===== src/rtl/uart_pkg.sv =====
// Shared UART definitions used by the receiver, the transmitter and the baud
// tick divider.
//   uart_state_t   : frame state encoding common to uart_rx and uart_tx
//   DATA_BITS      : payload bits per frame (8N1)
//   calc_tick_div  : clocks per oversampling tick, integer-truncated
package uart_pkg;

   typedef enum logic [1:0] {
      IDLE,
      START,
      DATA,
      STOP
   } uart_state_t;

   localparam int DATA_BITS = 8;

   function automatic int calc_tick_div(input int clk_freq, input int baud_rate,
                                        input int oversample);
      return clk_freq / (baud_rate * oversample);
   endfunction

endpackage


===== src/rtl/uart_rx_if.sv =====
// Receive-side output bundle of uart_rx.
//   rx_data   : last correctly received byte
//   rx_valid  : one-clk strobe, rx_data is new this cycle
//   frame_err : one-clk strobe, stop bit sampled low and byte dropped
//   rx_busy   : a frame is in progress
// master = receiver (drives), slave = consumer (observes).
interface uart_rx_if;
   import uart_pkg::*;

   logic [DATA_BITS-1:0] rx_data;
   logic                 rx_valid;
   logic                 frame_err;
   logic                 rx_busy;

   modport master (output rx_data, rx_valid, frame_err, rx_busy);
   modport slave  (input  rx_data, rx_valid, frame_err, rx_busy);

endinterface


===== src/rtl/uart_baud_tick.sv =====
// Oversampling tick divider. Counts 0..TICK_DIV-1 and pulses tick for one clk
// on the wrap. A synchronous clear holds the counter at zero so the tick phase
// can be re-aligned to an external event (the start edge on the receiver).
//   clk, reset : system clock, asynchronous active-high reset
//   clear      : hold counter at zero, suppress tick
//   tick       : one-clk pulse every TICK_DIV clks while clear is low
module uart_baud_tick #(
   parameter int TICK_DIV = 162
) (
   input  logic clk,
   input  logic reset,
   input  logic clear,
   output logic tick
);

   localparam int CNT_W = (TICK_DIV > 1) ? $clog2(TICK_DIV) : 1;

   logic [CNT_W-1:0] tick_cnt;
   logic             at_top;

   assign at_top = (tick_cnt == CNT_W'(TICK_DIV - 1));
   assign tick   = at_top && !clear;

   always_ff @(posedge clk or posedge reset) begin
      if (reset)
         tick_cnt <= '0;
      else if (clear || at_top)
         tick_cnt <= '0;
      else
         tick_cnt <= tick_cnt + 1'b1;
   end

endmodule


===== src/rtl/uart_rx.sv =====
// 8N1 UART receiver. rx is synchronised by two flops (rx_s); a falling edge of
// rx_s in IDLE starts a frame and phase-aligns the oversampling tick. Each bit
// is decided by a 3-sample majority vote around the bit centre, LSB first.
// The stop bit is decided mid-bit and the FSM returns to IDLE immediately, so
// back-to-back frames and moderate baud mismatch are tolerated.
//   clk, reset : system clock, asynchronous active-high reset
//   rx         : raw line, idles high, asynchronous to clk
//   rx_bus     : rx_data / rx_valid / frame_err / rx_busy (uart_rx_if.master)
module uart_rx
   import uart_pkg::*;
#(
   parameter int CLK_FREQ   = 25000000,
   parameter int BAUD_RATE  = 9600,
   parameter int OVERSAMPLE = 16,
   parameter int TICK_DIV   = calc_tick_div(CLK_FREQ, BAUD_RATE, OVERSAMPLE)
) (
   input  logic      clk,
   input  logic      reset,
   input  logic      rx,
   uart_rx_if.master rx_bus
);

   localparam int SAMP_W = $clog2(OVERSAMPLE);
   localparam int IDX_W  = $clog2(DATA_BITS);
   localparam int MID    = OVERSAMPLE / 2;

   uart_state_t state, next_state;

   logic                 rx_p0, rx_s, rx_prev;
   logic                 start_edge;
   logic                 tick;
   logic [SAMP_W-1:0]    samp_cnt, samp_nxt;
   logic                 vote_a_tick, vote_b_tick, decide_tick, bit_end;
   logic                 samp_a, samp_b, majority;
   logic [IDX_W-1:0]     bit_idx;
   logic [DATA_BITS-1:0] shreg;
   logic [DATA_BITS-1:0] rx_data_r;
   logic                 rx_valid_r, frame_err_r;
   logic                 valid_nxt, err_nxt;

   // Synchroniser stage: rx -> rx_p0 -> rx_s, plus edge history
   always_ff @(posedge clk or posedge reset) begin
      if (reset) begin
         rx_p0   <= 1'b1;
         rx_s    <= 1'b1;
         rx_prev <= 1'b1;
      end else begin
         rx_p0   <= rx;
         rx_s    <= rx_p0;
         rx_prev <= rx_s;
      end
   end

   assign start_edge = rx_prev && !rx_s;

   uart_baud_tick #(.TICK_DIV(TICK_DIV)) u_tick (
      .clk   (clk),
      .reset (reset),
      .clear (state == IDLE),
      .tick  (tick)
   );

   // samp_nxt is the tick count within the bit including the current tick, so
   // the votes straddle the true bit centre and the wrap marks the bit end.
   assign samp_nxt    = samp_cnt + 1'b1;
   assign vote_a_tick = tick && (samp_nxt == SAMP_W'(MID - 1));
   assign vote_b_tick = tick && (samp_nxt == SAMP_W'(MID));
   assign decide_tick = tick && (samp_nxt == SAMP_W'(MID + 1));
   assign bit_end     = tick && (samp_nxt == '0);
   assign majority    = (samp_a & samp_b) | (samp_a & rx_s) | (samp_b & rx_s);

   always_ff @(posedge clk or posedge reset) begin
      if (reset)
         state <= IDLE;
      else
         state <= next_state;
   end

   always_comb begin
      next_state = state;
      valid_nxt  = 1'b0;
      err_nxt    = 1'b0;
      case (state)
         IDLE:  if (start_edge) next_state = START;
         START: begin
            if (decide_tick && majority) next_state = IDLE;   // false start
            else if (bit_end)            next_state = DATA;
         end
         DATA:  if (bit_end && bit_idx == IDX_W'(DATA_BITS - 1)) next_state = STOP;
         STOP: begin
            if (decide_tick) begin
               next_state = IDLE;
               valid_nxt  = majority;
               err_nxt    = !majority;
            end
         end
         default: next_state = IDLE;
      endcase
   end

   // Sampling / shift stage
   always_ff @(posedge clk or posedge reset) begin
      if (reset) begin
         samp_cnt <= '0;
         bit_idx  <= '0;
         samp_a   <= 1'b1;
         samp_b   <= 1'b1;
         shreg    <= '0;
      end else begin
         if (state == IDLE) begin
            samp_cnt <= '0;
            bit_idx  <= '0;
         end else if (tick) begin
            samp_cnt <= samp_nxt;
         end
         if (vote_a_tick) samp_a <= rx_s;
         if (vote_b_tick) samp_b <= rx_s;
         if (state == DATA) begin
            if (decide_tick) shreg[bit_idx] <= majority;
            if (bit_end && bit_idx != IDX_W'(DATA_BITS - 1)) bit_idx <= bit_idx + 1'b1;
         end
      end
   end

   // Output stage
   always_ff @(posedge clk or posedge reset) begin
      if (reset) begin
         rx_data_r   <= '0;
         rx_valid_r  <= 1'b0;
         frame_err_r <= 1'b0;
      end else begin
         rx_valid_r  <= valid_nxt;
         frame_err_r <= err_nxt;
         if (valid_nxt) rx_data_r <= shreg;
      end
   end

   assign rx_bus.rx_data   = rx_data_r;
   assign rx_bus.rx_valid  = rx_valid_r;
   assign rx_bus.frame_err = frame_err_r;
   assign rx_bus.rx_busy   = (state != IDLE);

endmodule


===== src/flat_wrapper.sv =====
// flat-port wrapper written by rule: the top's interface ports become plain ports
module uart_rx_flat import uart_pkg::*;
#(
   parameter int CLK_FREQ   = 25000000,
   parameter int BAUD_RATE  = 9600,
   parameter int OVERSAMPLE = 16,
   parameter int TICK_DIV   = calc_tick_div(CLK_FREQ, BAUD_RATE, OVERSAMPLE)
)
  (clk, reset, rx, rx_bus_rx_data, rx_bus_rx_valid, rx_bus_frame_err, rx_bus_rx_busy);
  uart_rx_if rx_bus_i ();
  input  logic clk;
  input  logic reset;
  input  logic rx;
  output wire logic [$bits(rx_bus_i.rx_data)-1:0] rx_bus_rx_data;
  output wire logic [$bits(rx_bus_i.rx_valid)-1:0] rx_bus_rx_valid;
  output wire logic [$bits(rx_bus_i.frame_err)-1:0] rx_bus_frame_err;
  output wire logic [$bits(rx_bus_i.rx_busy)-1:0] rx_bus_rx_busy;
  assign rx_bus_rx_data = rx_bus_i.rx_data;
  assign rx_bus_rx_valid = rx_bus_i.rx_valid;
  assign rx_bus_frame_err = rx_bus_i.frame_err;
  assign rx_bus_rx_busy = rx_bus_i.rx_busy;
  uart_rx #(.CLK_FREQ(CLK_FREQ), .BAUD_RATE(BAUD_RATE), .OVERSAMPLE(OVERSAMPLE), .TICK_DIV(TICK_DIV)) u_core (.clk(clk), .reset(reset), .rx(rx), .rx_bus(rx_bus_i));
endmodule

===== config.mk =====
export PLATFORM = sky130hd
export DESIGN_NAME = uart_rx_flat
export DESIGN_NICKNAME = d
export VERILOG_FILES = /design/src/rtl/uart_pkg.sv /design/src/rtl/uart_rx_if.sv /design/src/rtl/uart_baud_tick.sv /design/src/rtl/uart_rx.sv /design/src/flat_wrapper.sv
export SDC_FILE = /design/constraint.sdc
export NUM_CORES = 1
export LEC_CHECK = 0
export CORE_MARGIN = 2
export CORE_UTILIZATION = 60
export DETAILED_ROUTE_END_ITERATION = 7
export GPL_ROUTABILITY_DRIVEN = 0
export PLACE_DENSITY = 0.86
export SKIP_CTS_REPAIR_TIMING = 1
export SLEW_MARGIN = 20
export SYNTH_ARGS = -nofsm -noshare
export SYNTH_HDL_FRONTEND = slang
export SYNTH_SLANG_ARGS = --single-unit

===== constraint.sdc =====
create_clock -name clk -period 4.7 [get_ports clk]
set_clock_uncertainty 0.2 [all_clocks]
set_input_delay 0.705 -clock clk [delete_from_list [all_inputs] [get_ports clk]]
set_output_delay 0.705 -clock clk [all_outputs]
set_load 0.02 [all_outputs]

==> metrics.txt, run 1 <==
Post-Place Cell Area 2150 µm²; data required time of the worst path roughly 3.8 ns; startpoint types register; number of fill cells 240; Min Clock Period, post-route 2.83 ns; die width 61.7 µm; num rows 20; dpl ws 2.17 ns; FF+latch count, synth 40; Final ANT Viol Nets 0; slew of the pin with the lowest slew margin 0.488 ns; Pwr Density 320 nW/µm²; worst rel slew slack 67.5%; final setup margin 1.87 ns; Post-synth EDFFs 0; synth top area cells dfrtp_1, mux2_2, dfstp_2; mean area per synthesized cell 11.0 µm²; final setup vio count 0; outcome completed; Net Count, Synth 192; register area share after synthesis between 50% and 60%; CTS Buf Count 5; nets 205; antenna cell count 0; worst min path class reg2reg; 1st-pass router iterations 4; Max-cap violations 0; Crit path arrival time 1.92 ns; Max Slew Vio Count 0; largest net degree at the start of global routing between 40 and 50; RSZ-0062 raised after global routing no; commonest non-fill, non-tap cell in the layout dfrtp_1; Routed WL about 3500 µm; gate count of the mapped netlist around 180; DR DRC count 0; Final period util 60.1%; Yosys warning count 0; CTS Sinks 40; CTS tree done; first-pass GRT wire length 6140 µm; commonest cells after routing, fill and taps aside dfrtp_1, nor2_1, mux2_2, nand3_1; leak pwr roughly 1.0 nW; routed via count 1362; final instance area 2250 µm²; synthesis-to-finish area growth 12.6%; Die ar. 3800 µm²; drt via density 5.70; remaining global-route overflow 0; Fin. Hold Viols 0; H-tree lvl count 2; f_max between 300 and 400 MHz; antenna violations before repair 0; Sum Neg Setup Slack 0 ns; CTS clk-pin slew, worst paths 0.12 ns; Tot GR Track Use 22.4%; Cell variety after synth 43; Worst Setup Path Type reg2out; clock root buffer clkbuf_4; share of cells above drive strength 1 18.5%; Netlist Area Pre-Place between 1500 and 2000 µm²; core footprint between 3000 and 4000 µm²; Routed wire per std cell ~15 µm; Top-Level Pins 14; overall power 719 µW; Iter 0 DRT Violations 56; ys flop type dfrtp_1; Initial Util 64.3%; worst-path maximum fanout 10; Die Ht ~62 µm; vias in the first global route 1369; dominant cell type by area after synthesis dfrtp_1; post-detail-place hpwl 2460 µm; crit end category output port; Post-synth ARST share 100%; PortBufs 13; maximum VDD drop 0.000351 V; Max Root-Sink Buffers 2; top cell type's share of synthesized area 43.9%; Clk Latency, worst-skew pair about 0.35 ns
## final cells by class
| cell class | count | area (µm²) | area share (%) |
|---|---|---|---|
| flip-flops and latches | 40 | 1010 | 44.8 |
| repair buffers | 14 | 138 | 6.12 |
| well taps | 44 | 55.1 | 2.45 |
| inverters | 7 | 26.3 | 1.17 |
| multi-input cells | 126 | 926 | 41.2 |
| clock inverters | 1 | 30.0 | 1.34 |
| clock buffers | 7 | 65.1 | 2.90 |
## sequential cells by signal, indices dropped and copies added (netlist names), 3 cells and up, named ones only
name                    cells
u_core.rx_bus.rx_data       8
u_core.shreg                8
u_core.samp_cnt             4
u_core.u_tick.tick_cnt      8
u_core.bit_idx              3
## cell usage after synthesis (3+ instances only)
library cell,number
ha_1,8
dfstp_2,5
mux2_2,15
nor2_1,15
nand3b_1,6
o21ai_0,5
xnor2_1,3
nor2b_1,3
nand2_1,13
inv_1,7
xor2_1,6
clkbuf_1,4
nand3_1,14
a21oi_1,4
dfrtp_1,35
o31ai_1,3
## power by group
group | internal [mW] | leakage (nW) | switching (mW) | total [mW]
logic | 0.0304 | 0.422 | 0.0381 | 0.0685
registers | 0.368 | 0.531 | 0.0324 | 0.401
clock network | 0.141 | 0.0515 | 0.109 | 0.250
## layer usage
layer	part of all wire, %	wire length (µm)	global-route usage (%)
met5	0	0	0
met4	0.91	32	8.51
met3	3.6	126	6.93
met2	49	1730	33.7
met1	46	1640	30.6
## kinds of logic after synthesis
group	synth area share, %
xor gates and xnor gates	3.95
AOI/OAI and AO/OA	6.08
muxes	8.97
buffers and inverters	3.13
and+or+nand+nor	21.9
adders and majority gates	5.52
DFF	50.5
## metrics by stage
stage,cells,hold slack [ns],util [%]
2_1_floorplan,181,0.145,-
3_3_place_gp,231,0.147,69.4
3_5_place_dp,231,0.149,69.4
4_1_cts,239,0.165,72.4
5_1_grt,239,0.167,72.4
6_report,239,0.164,72.4
## critical path, stage by stage, from the launching register on
cell and delay, ns:
dfrtp_1 0.49, nor2_1 0.38, inv_1 0.14, clkdlybuf4s50_1 0.56
## worst paths after layout
path                       slack [ns]                              endpoint  cells past startpoint                                 from
max                              1.87                        rx_bus_rx_busy                      3                             register
max in group asynchronous        3.37             u_core.samp_a$_DFFE_PP1P_                      3                                reset
min reg2reg                      0.16                 u_core.rx_s$_DFF_PP1_                      0               u_core.rx_p0$_DFF_PP1_
min in group asynchronous        0.57  u_core.rx_bus.rx_data[3]$_DFFE_PP0P_                      3                                reset
min                              0.16                 u_core.rx_s$_DFF_PP1_                      0               u_core.rx_p0$_DFF_PP1_
max reg2reg                      2.14  u_core.rx_bus.rx_data[0]$_DFFE_PP0P_                      5  u_core.u_tick.tick_cnt[3]$_DFF_PP0_
(Power assumes the default switching activity.)
==> run 2: changes to the inputs <==
--- a/config.mk
+++ b/config.mk
@@ -6,10 +6,10 @@
 export NUM_CORES = 1
 export LEC_CHECK = 0
 export CORE_MARGIN = 2
-export CORE_UTILIZATION = 60
+export CORE_UTILIZATION = 52
 export DETAILED_ROUTE_END_ITERATION = 7
 export GPL_ROUTABILITY_DRIVEN = 0
-export PLACE_DENSITY = 0.86
+export PLACE_DENSITY = 0.8
 export SKIP_CTS_REPAIR_TIMING = 1
 export SLEW_MARGIN = 20
 export SYNTH_ARGS = -nofsm -noshare
==> constraint.sdc (replaced) <==
create_clock -name clk -period 2.28 [get_ports clk]
set_clock_uncertainty 0.2 [all_clocks]
set_input_delay 0.342 -clock clk [delete_from_list [all_inputs] [get_ports clk]]
set_output_delay 0.342 -clock clk [all_outputs]
set_load 0.02 [all_outputs]
==> metrics.txt, run 2 (synthesized netlist as in run 1, its figures left out) <==
core footprint 3690 µm²; worst rel slew slack 67.4%; Max-cap violations 0; startpoint types register; vias in the first global route 1423; worst min path class reg2reg; slew of the pin with the lowest slew margin ~0.49 ns; CP delay by family, top simple AND/OR/NAND/NOR gates; outcome completed; hold depth 0; synthesis-to-finish area growth 21.1%; die width approximately 66 µm; DR DRC count 0; num rows 22; H-tree lvl count 2; Max Root-Sink Buffers 2; Iter 0 DRT Violations 64; drt via density 5.57; path depth of the worst reg2reg path 6; Pwr Density between 600 and 700 nW/µm²; clock root buffer clkbuf_8; final instance area 2420 µm²; worst-path maximum fanout 8; Worst Setup Path Type reg2reg; CTS clk-pin slew, worst paths roughly 0.070 ns; Routed wire per std cell approximately 15 µm; Final ANT Viol Nets 0; met2 WL about 1900 µm; Buf+Inv Stages, Crit Path 1; share of cells above drive strength 1 24.5%; commonest cells after routing, fill and taps aside dfrtp_1, nor2_1, nand3_1; commonest non-fill, non-tap cell in the layout dfrtp_1; Crit path arrival time 2.22 ns; Post-Place Cell Area roughly 2300 µm²; post-detail-place hpwl 2730 µm; CP max stage delay 0.43 ns; 1st-pass router iterations 4; routed via count 1425; final setup vio count 0; number of fill cells 281; crit path cell chain nor4b_4, and4b_2, nand4_4, nor3_4, buf_12, mux2_2; RSZ-0062 raised after global routing yes; placed cells around 250; antenna cell count 0; multi-input logic area 975 µm²; Clk Latency, worst-skew pair 0.29 ns; Layout Cells excl Fill 256; CTS tree done; Initial Util 54.1%; Tot GR Track Use 19.3%; Final period util a little over nine tenths; met3 wire len 150 µm; data required time of the worst path 2.26 ns; Top-Level Pins 14; Max Slew Vio Count 0; remaining global-route overflow 0; Crit path depth 6; Min Clock Period, post-route 2.24 ns; slowest stage cell, crit path dfrtp_1; FF+latch area around 1000 µm²; CTS Sinks 40; leak pwr around 1.1 nW; nets between 200 and 250; maximum VDD drop 0.000458 V; wl on met1 about 1600 µm; crit end category register; first-pass GRT wire length 6170 µm; Fin. Hold Viols 0; CTS Buf Count 5; PortBufs 13; Routed WL 3770 µm; f_max 447 MHz; largest net degree at the start of global routing 41; Die ar. approximately 4300 µm²; Top Layer Used met4; Die Ht 66.0 µm; antenna violations before repair 0
[run 2: cell types whose count changed in the layout (fill, tap and decap cells not counted), sizes merged]
cell / previous run / this run
buf: 1 / 14
bufinv: 1 / 0
clkbuf: 7 / 8
[run 2: stage by stage]
step	utilization (%)	power [mW]	worst slack (ns)	setup TNS [ns]	hold WS, ns
after detailed placement	61.1	0.988	-0.00179	-0.00179	0.153
final	65.5	1.50	0.0429	0	0.163
after global routing	65.5	1.57	-0.0410	-0.195	0.167
after global placement	61.1	0.973	0.0861	0	0.149
after floorplan	-	0.931	0.0600	0	0.145
after CTS	63.8	1.50	-0.0106	-0.0157	0.168
[run 2: metal layers]
layer  up-vias  GRT usage (%)
met2        35           33.0
met5         -              0
met4         0           8.42
met1       697           22.1
met3         7           6.30
li1        686              -
[run 2: where the power goes]
group	internal, mW	switching, mW
sequential	0.761	0.0673
combinational	0.0726	0.0893
clock	0.276	0.231
total	1.11	0.387
[run 2: cell type report]
type | instances | area share, %
clock buffer | 8 | 4.14
inverter | 7 | 1.09
timing repair buffer | 27 | 10.2
multi-input combinational | 126 | 40.3
sequential | 40 | 41.7
tap | 48 | 2.48
[run 2: path summary, 6_finish.rpt]
kind                       slack, ns                           startpoint                              endpoint
setup / recovery                0.04  u_core.u_tick.tick_cnt[6]$_DFF_PP0_  u_core.rx_bus.rx_data[4]$_DFFE_PP0P_
hold / removal                  0.16               u_core.rx_p0$_DFF_PP1_                 u_core.rx_s$_DFF_PP1_
setup reg to reg                0.04  u_core.u_tick.tick_cnt[6]$_DFF_PP0_  u_core.rx_bus.rx_data[4]$_DFFE_PP0P_
hold reg to reg                 0.16               u_core.rx_p0$_DFF_PP1_                 u_core.rx_s$_DFF_PP1_
max in group asynchronous       1.24                                reset   u_core.u_tick.tick_cnt[2]$_DFF_PP0_
min in group asynchronous       0.27                                reset           u_core.shreg[4]$_DFFE_PP0P_
==> run 3: changes to the inputs <==
--- a/config.mk
+++ b/config.mk
@@ -5,8 +5,10 @@
 export SDC_FILE = /design/constraint.sdc
 export NUM_CORES = 1
 export LEC_CHECK = 0
+export CELL_PAD_IN_SITES_DETAIL_PLACEMENT = 1
+export CELL_PAD_IN_SITES_GLOBAL_PLACEMENT = 1
 export CORE_MARGIN = 2
-export CORE_UTILIZATION = 52
+export CORE_UTILIZATION = 42
 export DETAILED_ROUTE_END_ITERATION = 7
 export GPL_ROUTABILITY_DRIVEN = 0
 export PLACE_DENSITY = 0.8
==> metrics.txt, run 3 (synthesized netlist as in run 1, its figures left out) <==
Reg-to-Reg End u_core.rx_bus.rx_data[5]$_DFFE_PP0P_; Worst Setup Path Type reg2reg; maximum VDD drop approximately 0.00045 V; CTS clk-pin slew, worst paths about 0.090 ns; RSZ-0062 raised after global routing yes; startpoint types register; Routed WL 5420 µm; Iter 0 DRT Violations 109; clock root buffer clkbuf_8; Routed wire per std cell 20.1 µm; Post-Place Cell Area 2270 µm²; Clk Latency, worst-skew pair 0.31 ns; Tot GR Track Use 18.3%; num rows 25; FF+latch area 1010 µm²; failing checks negative setup slack; die width 72.9 µm; share of cells above drive strength 1 28.7%; post-layout util 54.8%; Sum Neg Setup Slack -0.130 ns; path depth of the worst reg2reg path 6; Fin Hold WS around 0.17 ns; antenna violations before repair 0; nets 226; worst-path maximum fanout 5; Max Slew Vio Count 0; hold depth 0; remaining global-route overflow 0; worst rel slew slack a little over 60%; f_max 432 MHz; final setup margin -0.0325 ns; Die Ht between 70 and 80 µm; worst min path class reg2reg; Worst Hold Launch u_core.rx_p0$_DFF_PP1_; core footprint approximately 4700 µm²; leak pwr 1.13 nW; crit end category register; PortBufs 13; worst r2r src u_core.u_tick.tick_cnt[3]$_DFF_PP0_; CTS Buf Count 5; DR DRC count 0; Max-cap violations 0; final setup vio count 5; routed via count about 1500; outcome finished, violations left; data required time of the worst path 2.28 ns; number of fill cells about 490; end of the worst hold path u_core.rx_s$_DFF_PP1_; 1st-pass router iterations 4; CTS Sinks 40; Initial Util 42.8%; Final ANT Viol Nets 0; drt via density approximately 5.7; Die ar. 5320 µm²; vias in the first global route 1510; r2r setup slk -0.03 ns; Max Root-Sink Buffers 2; antenna cell count 0; Fin. Hold Viols 0; H-tree lvl count 2; slew of the pin with the lowest slew margin 0.572 ns; commonest cells after routing, fill and taps aside dfrtp_1, buf_4, nor2_1, nand3_1; post-detail-place hpwl 3170 µm; final instance area 2550 µm²; overall power roughly 1.6 mW; Top-Level Pins 14; CTS tree done; first-pass GRT wire length between 7000 and 8000 µm; synthesis-to-finish area growth 28.0%; Pwr Density 630 nW/µm²; largest net degree at the start of global routing 41; Crit path arrival time 2.32 ns; commonest non-fill, non-tap cell in the layout dfrtp_1; Min Clock Period, post-route 2.31 ns; multi-input logic area 1010 µm²; Final period util 101%
## run 3: changes by cell type in the layout (fill, tap and decap cells not counted), sizes merged
| cell | change |
|---|---|
| clkinv | +2 |
| clkbuf | -2 |
| bufinv | +1 |
| buf | +7 |
## run 3: power by group
group          leakage [nW]  switching, mW  internal [mW]
Clock                0.0583          0.277          0.330
Combinational         0.543         0.0925         0.0736
Sequential            0.529         0.0761          0.761
## run 3: worst max-delay path by stage
stage | from | end | cells after the start
finish | u_core.u_tick.tick_cnt[3]$_DFF_PP0_ | u_core.rx_bus.rx_data[5]$_DFFE_PP0P_ | 6
detailed placement | u_core.u_tick.tick_cnt[6]$_DFF_PP0_ | u_core.shreg[0]$_DFFE_PP0P_ | 5
global placement | u_core.u_tick.tick_cnt[6]$_DFF_PP0_ | u_core.shreg[0]$_DFFE_PP0P_ | 5
CTS | u_core.u_tick.tick_cnt[6]$_DFF_PP0_ | u_core.shreg[0]$_DFFE_PP0P_ | 5
floorplan | u_core.samp_cnt[1]$_DFFE_PP0P_ | u_core.shreg[2]$_DFFE_PP0P_ | 8
global route | u_core.u_tick.tick_cnt[3]$_DFF_PP0_ | u_core.rx_bus.rx_data[5]$_DFFE_PP0P_ | 6
## run 3: metrics by stage
stage / setup WS, ns / std cells
3_5_place_dp: -0.0965 / 253
6_report: -0.0325 / 270
5_1_grt: -0.0986 / 270
4_1_cts: -0.103 / 261
3_3_place_gp: 0.130 / 253
2_1_floorplan: 0.0600 / 181
## run 3: layout make-up
type	instances	share of cell area [%]
Sequential cell	40	39.5
Multi-Input combinational cell	126	39.5
Timing Repair Buffer	35	12.7
Clock buffer	5	2.69
Tap cell	54	2.65
Clock inverter	3	1.86
Inverter	7	1.03
## run 3: routing by layer
metal  share of wire, %  global-route usage [%]
met5                  0                       0
met4                2.4                    8.85
met3                3.2                    3.73
met2                 53                    30.7
met1                 41                    22.4
## run 3: critical path: stages (launching register included)
cell,delay (ns)
dfrtp_2,0.43
nor4b_4,0.30
and4b_2,0.32
nand4_4,0.16
nor3_4,0.30
clkbuf_16,0.21
mux2_4,0.30
==> variant (settings of run 3) <==
`OVERSAMPLE` is set to 16 in 2 places; all go to 32.
--- a/src/rtl/uart_rx.sv
+++ b/src/rtl/uart_rx.sv
@@ -13,3 +13,3 @@
    parameter int BAUD_RATE  = 9600,
-   parameter int OVERSAMPLE = 16,
+   parameter int OVERSAMPLE = 32,
    parameter int TICK_DIV   = calc_tick_div(CLK_FREQ, BAUD_RATE, OVERSAMPLE)
--- a/src/flat_wrapper.sv
+++ b/src/flat_wrapper.sv
@@ -5,3 +5,3 @@
    parameter int BAUD_RATE  = 9600,
-   parameter int OVERSAMPLE = 16,
+   parameter int OVERSAMPLE = 32,
    parameter int TICK_DIV   = calc_tick_div(CLK_FREQ, BAUD_RATE, OVERSAMPLE)
Behaviour: no difference found for any inputs over 10 cycles, from zero or initial values and one cycle with reset high; that may be too few to reach the edited logic, so the function may still have changed.
==> variant against run 3 <==
Die area rose by 2.6%; total power rose by 5.4%; synthesized area rose by 2.8%; critical path type unchanged; clock power rose by 2%; routed wire length fell by 4.3%; via count rose by 3.1%; sequential cell count did not move; the run still ends with negative setup slack left; worst setup slack got worse by 0.12 ns; global-route usage rose by 1.2 points; maximum frequency fell by 5.0%; cell area rose by 3.7%.
==> variant: results (changes against run 3) <==
metric;value;unit;change
status;finished, violations left;;
failing checks;negative setup slack;;
FF-to-FF Start;u_core.u_tick.tick_cnt[1];;
antenna violations before repair;0;;unchanged
min-delay src;u_core.rx_p0;;
Hold Path End;u_core.rx_s;;
top_reg_cell synth;dfrtp_1;;
FILL cells;500;;+3.1%
1st-pass router iterations;4;;unchanged
first-pass GRT wire length;7.838;mm;+7.6%
Leak Pwr;1.207;nW;+6.8%
vias per inst;5.357;;-5.3%
Cells after Synth;188;;+3.9%
delay-heaviest family, CP;simple AND/OR/NAND/NOR gates;;
post-layout worst setup margin;-0.1530;ns;-0.1205 ns
setup TNS;-1.368;ns;-1.238 ns
CTS Buf Count;5;;unchanged
measured slew at the worst slew-check pin;0.6069;ns;+0.03453 ns
largest net degree at the start of global routing;41;;unchanged
sequential share of the synthesized area;0.4912;;-0.01355
hold path cells;0;;unchanged
Crit-path slowest cell;or4b_1;;
Yosys warning count;0;;unchanged
maximum VDD drop;0.4426;mV;-2.5%
# setup viols final;11;;+6
R2R depth;8;;+2
ys async rst share;1.000;;unchanged
# nets final;237;;+4.9%
top cells by area, synth;dfrtp_1, dfstp_2, mux2_4;;
Longest Clk Path Bufs;2;;unchanged
DP HPWL;3.323;mm;+5.0%
fin cells;294;;+8.9%
worst-skew pair later-pin latency;0.30;ns;
diode count;0;;unchanged
htree depth;2;;unchanged
Worst path max stage delay;0.58;ns;+0.15 ns
HP Class;reg -> reg;;
vias in the first global route;1620;;+7.3%
reg-to-reg endpoint;u_core.rx_bus.rx_data[6];;
PortBufs;13;;unchanged
WL per Instance;17.63;um;-12%
layout cells sized above 1;0.3392;;+0.05217
clock transition at the registers of the reported paths;0.08;ns;
clock root buffer;clkbuf_8;;
Total GRT Usage;0.1948;;+0.01213
1st-iter DRT viols;70;;-36%
Post-synth top cells;dfrtp_1, nor2_1, nand2_1;;
Worst Path Max Fanout;8;;+3
placed insts;283;;+12%
syn nets;199;;+3.6%
distinct cell type count after synthesis;37;;-14%
[variant: where the power goes]
part	leakage, nW	internal [mW]	total, mW	switching [mW]
combinational	0.620	0.136	0.278	0.142
clock	0.0614	0.358	0.617	0.259
sequential	0.525	0.760	0.802	0.0419
[variant: kinds of logic after synthesis]
family | after synthesis | share of synthesized area
AND/OR/NAND/NOR | 76 | 0.1971
flip-flops | 40 | 0.4912
AO/OA/AOI/OAI | 21 | 0.06833
multiplexers | 18 | 0.1135
buffers and inverters | 15 | 0.03844
XOR/XNOR | 10 | 0.04271
adder cells (fa/ha/maj) | 8 | 0.04881
[variant: layer usage]
layer / vias up / global-route usage / part of all wire
met5: - / 0 / 0
li1: 736 / - / -
met3: 4 / 0.04252 / 0.029
met1: 804 / 0.2646 / 0.47
met2: 31 / 0.3105 / 0.50
met4: 0 / 0.06061 / 0.0083
[variant: layout make-up]
| cell class | count | area [um^2] | area share |
|---|---|---|---|
| Clock buffer | 6 | 82.58 | 0.03118 |
| Multi-Input combinational cell | 133 | 1076 | 0.4062 |
| Clock inverter | 2 | 38.79 | 0.01464 |
| Sequential cell | 40 | 1012 | 0.3821 |
| Timing Repair Buffer | 38 | 325.3 | 0.1228 |
| Tap cell | 67 | 83.83 | 0.03165 |
| Inverter | 8 | 30.03 | 0.01134 |
[variant: worst register-to-register path: cells and delay by family, from the launching register on]
kind / cells / cell delay (ns)
adder cells (fa/ha/maj): 1 / 0.13
flip-flops: 1 / 0.39
AND/OR/NAND/NOR: 3 / 1.00
buffers and inverters: 2 / 0.26
AO/OA/AOI/OAI: 1 / 0.06
multiplexers: 1 / 0.30
[variant: how the worst max path moves through the flow]
| stage | depth (start not counted) | slack (ns) | to | from |
|---|---|---|---|---|
| after global placement | 8 | -0.02 | u_core.rx_bus.rx_data[7] | u_core.u_tick.tick_cnt[0] |
| after global routing | 8 | -0.22 | u_core.rx_bus.rx_data[6] | u_core.u_tick.tick_cnt[1] |
| after CTS | 8 | -0.13 | u_core.rx_bus.rx_data[6] | u_core.u_tick.tick_cnt[1] |
| final | 8 | -0.15 | u_core.rx_bus.rx_data[6] | u_core.u_tick.tick_cnt[1] |
| after detailed placement | 8 | -0.11 | u_core.rx_bus.rx_data[6] | u_core.u_tick.tick_cnt[1] |
| after floorplan | 9 | -0.07 | u_core.rx_bus.rx_data[0] | u_core.u_tick.tick_cnt[0] |
[variant: through the flow]
step           hold slack [ns]  utilization  total power [mW]  worst slack (ns)  area (um^2)
5_1_grt                 0.1672       0.5608             1.776           -0.2213         2649
6_report                0.1609       0.5608             1.697           -0.1530         2649
3_5_place_dp            0.1501       0.5052             1.051           -0.1121         2386
2_1_floorplan           0.1452            -            0.9317          -0.07499         2056
3_3_place_gp            0.1482       0.5052             1.021          -0.01890         2386
4_1_cts                 0.1628       0.5309             1.664           -0.1345         2507
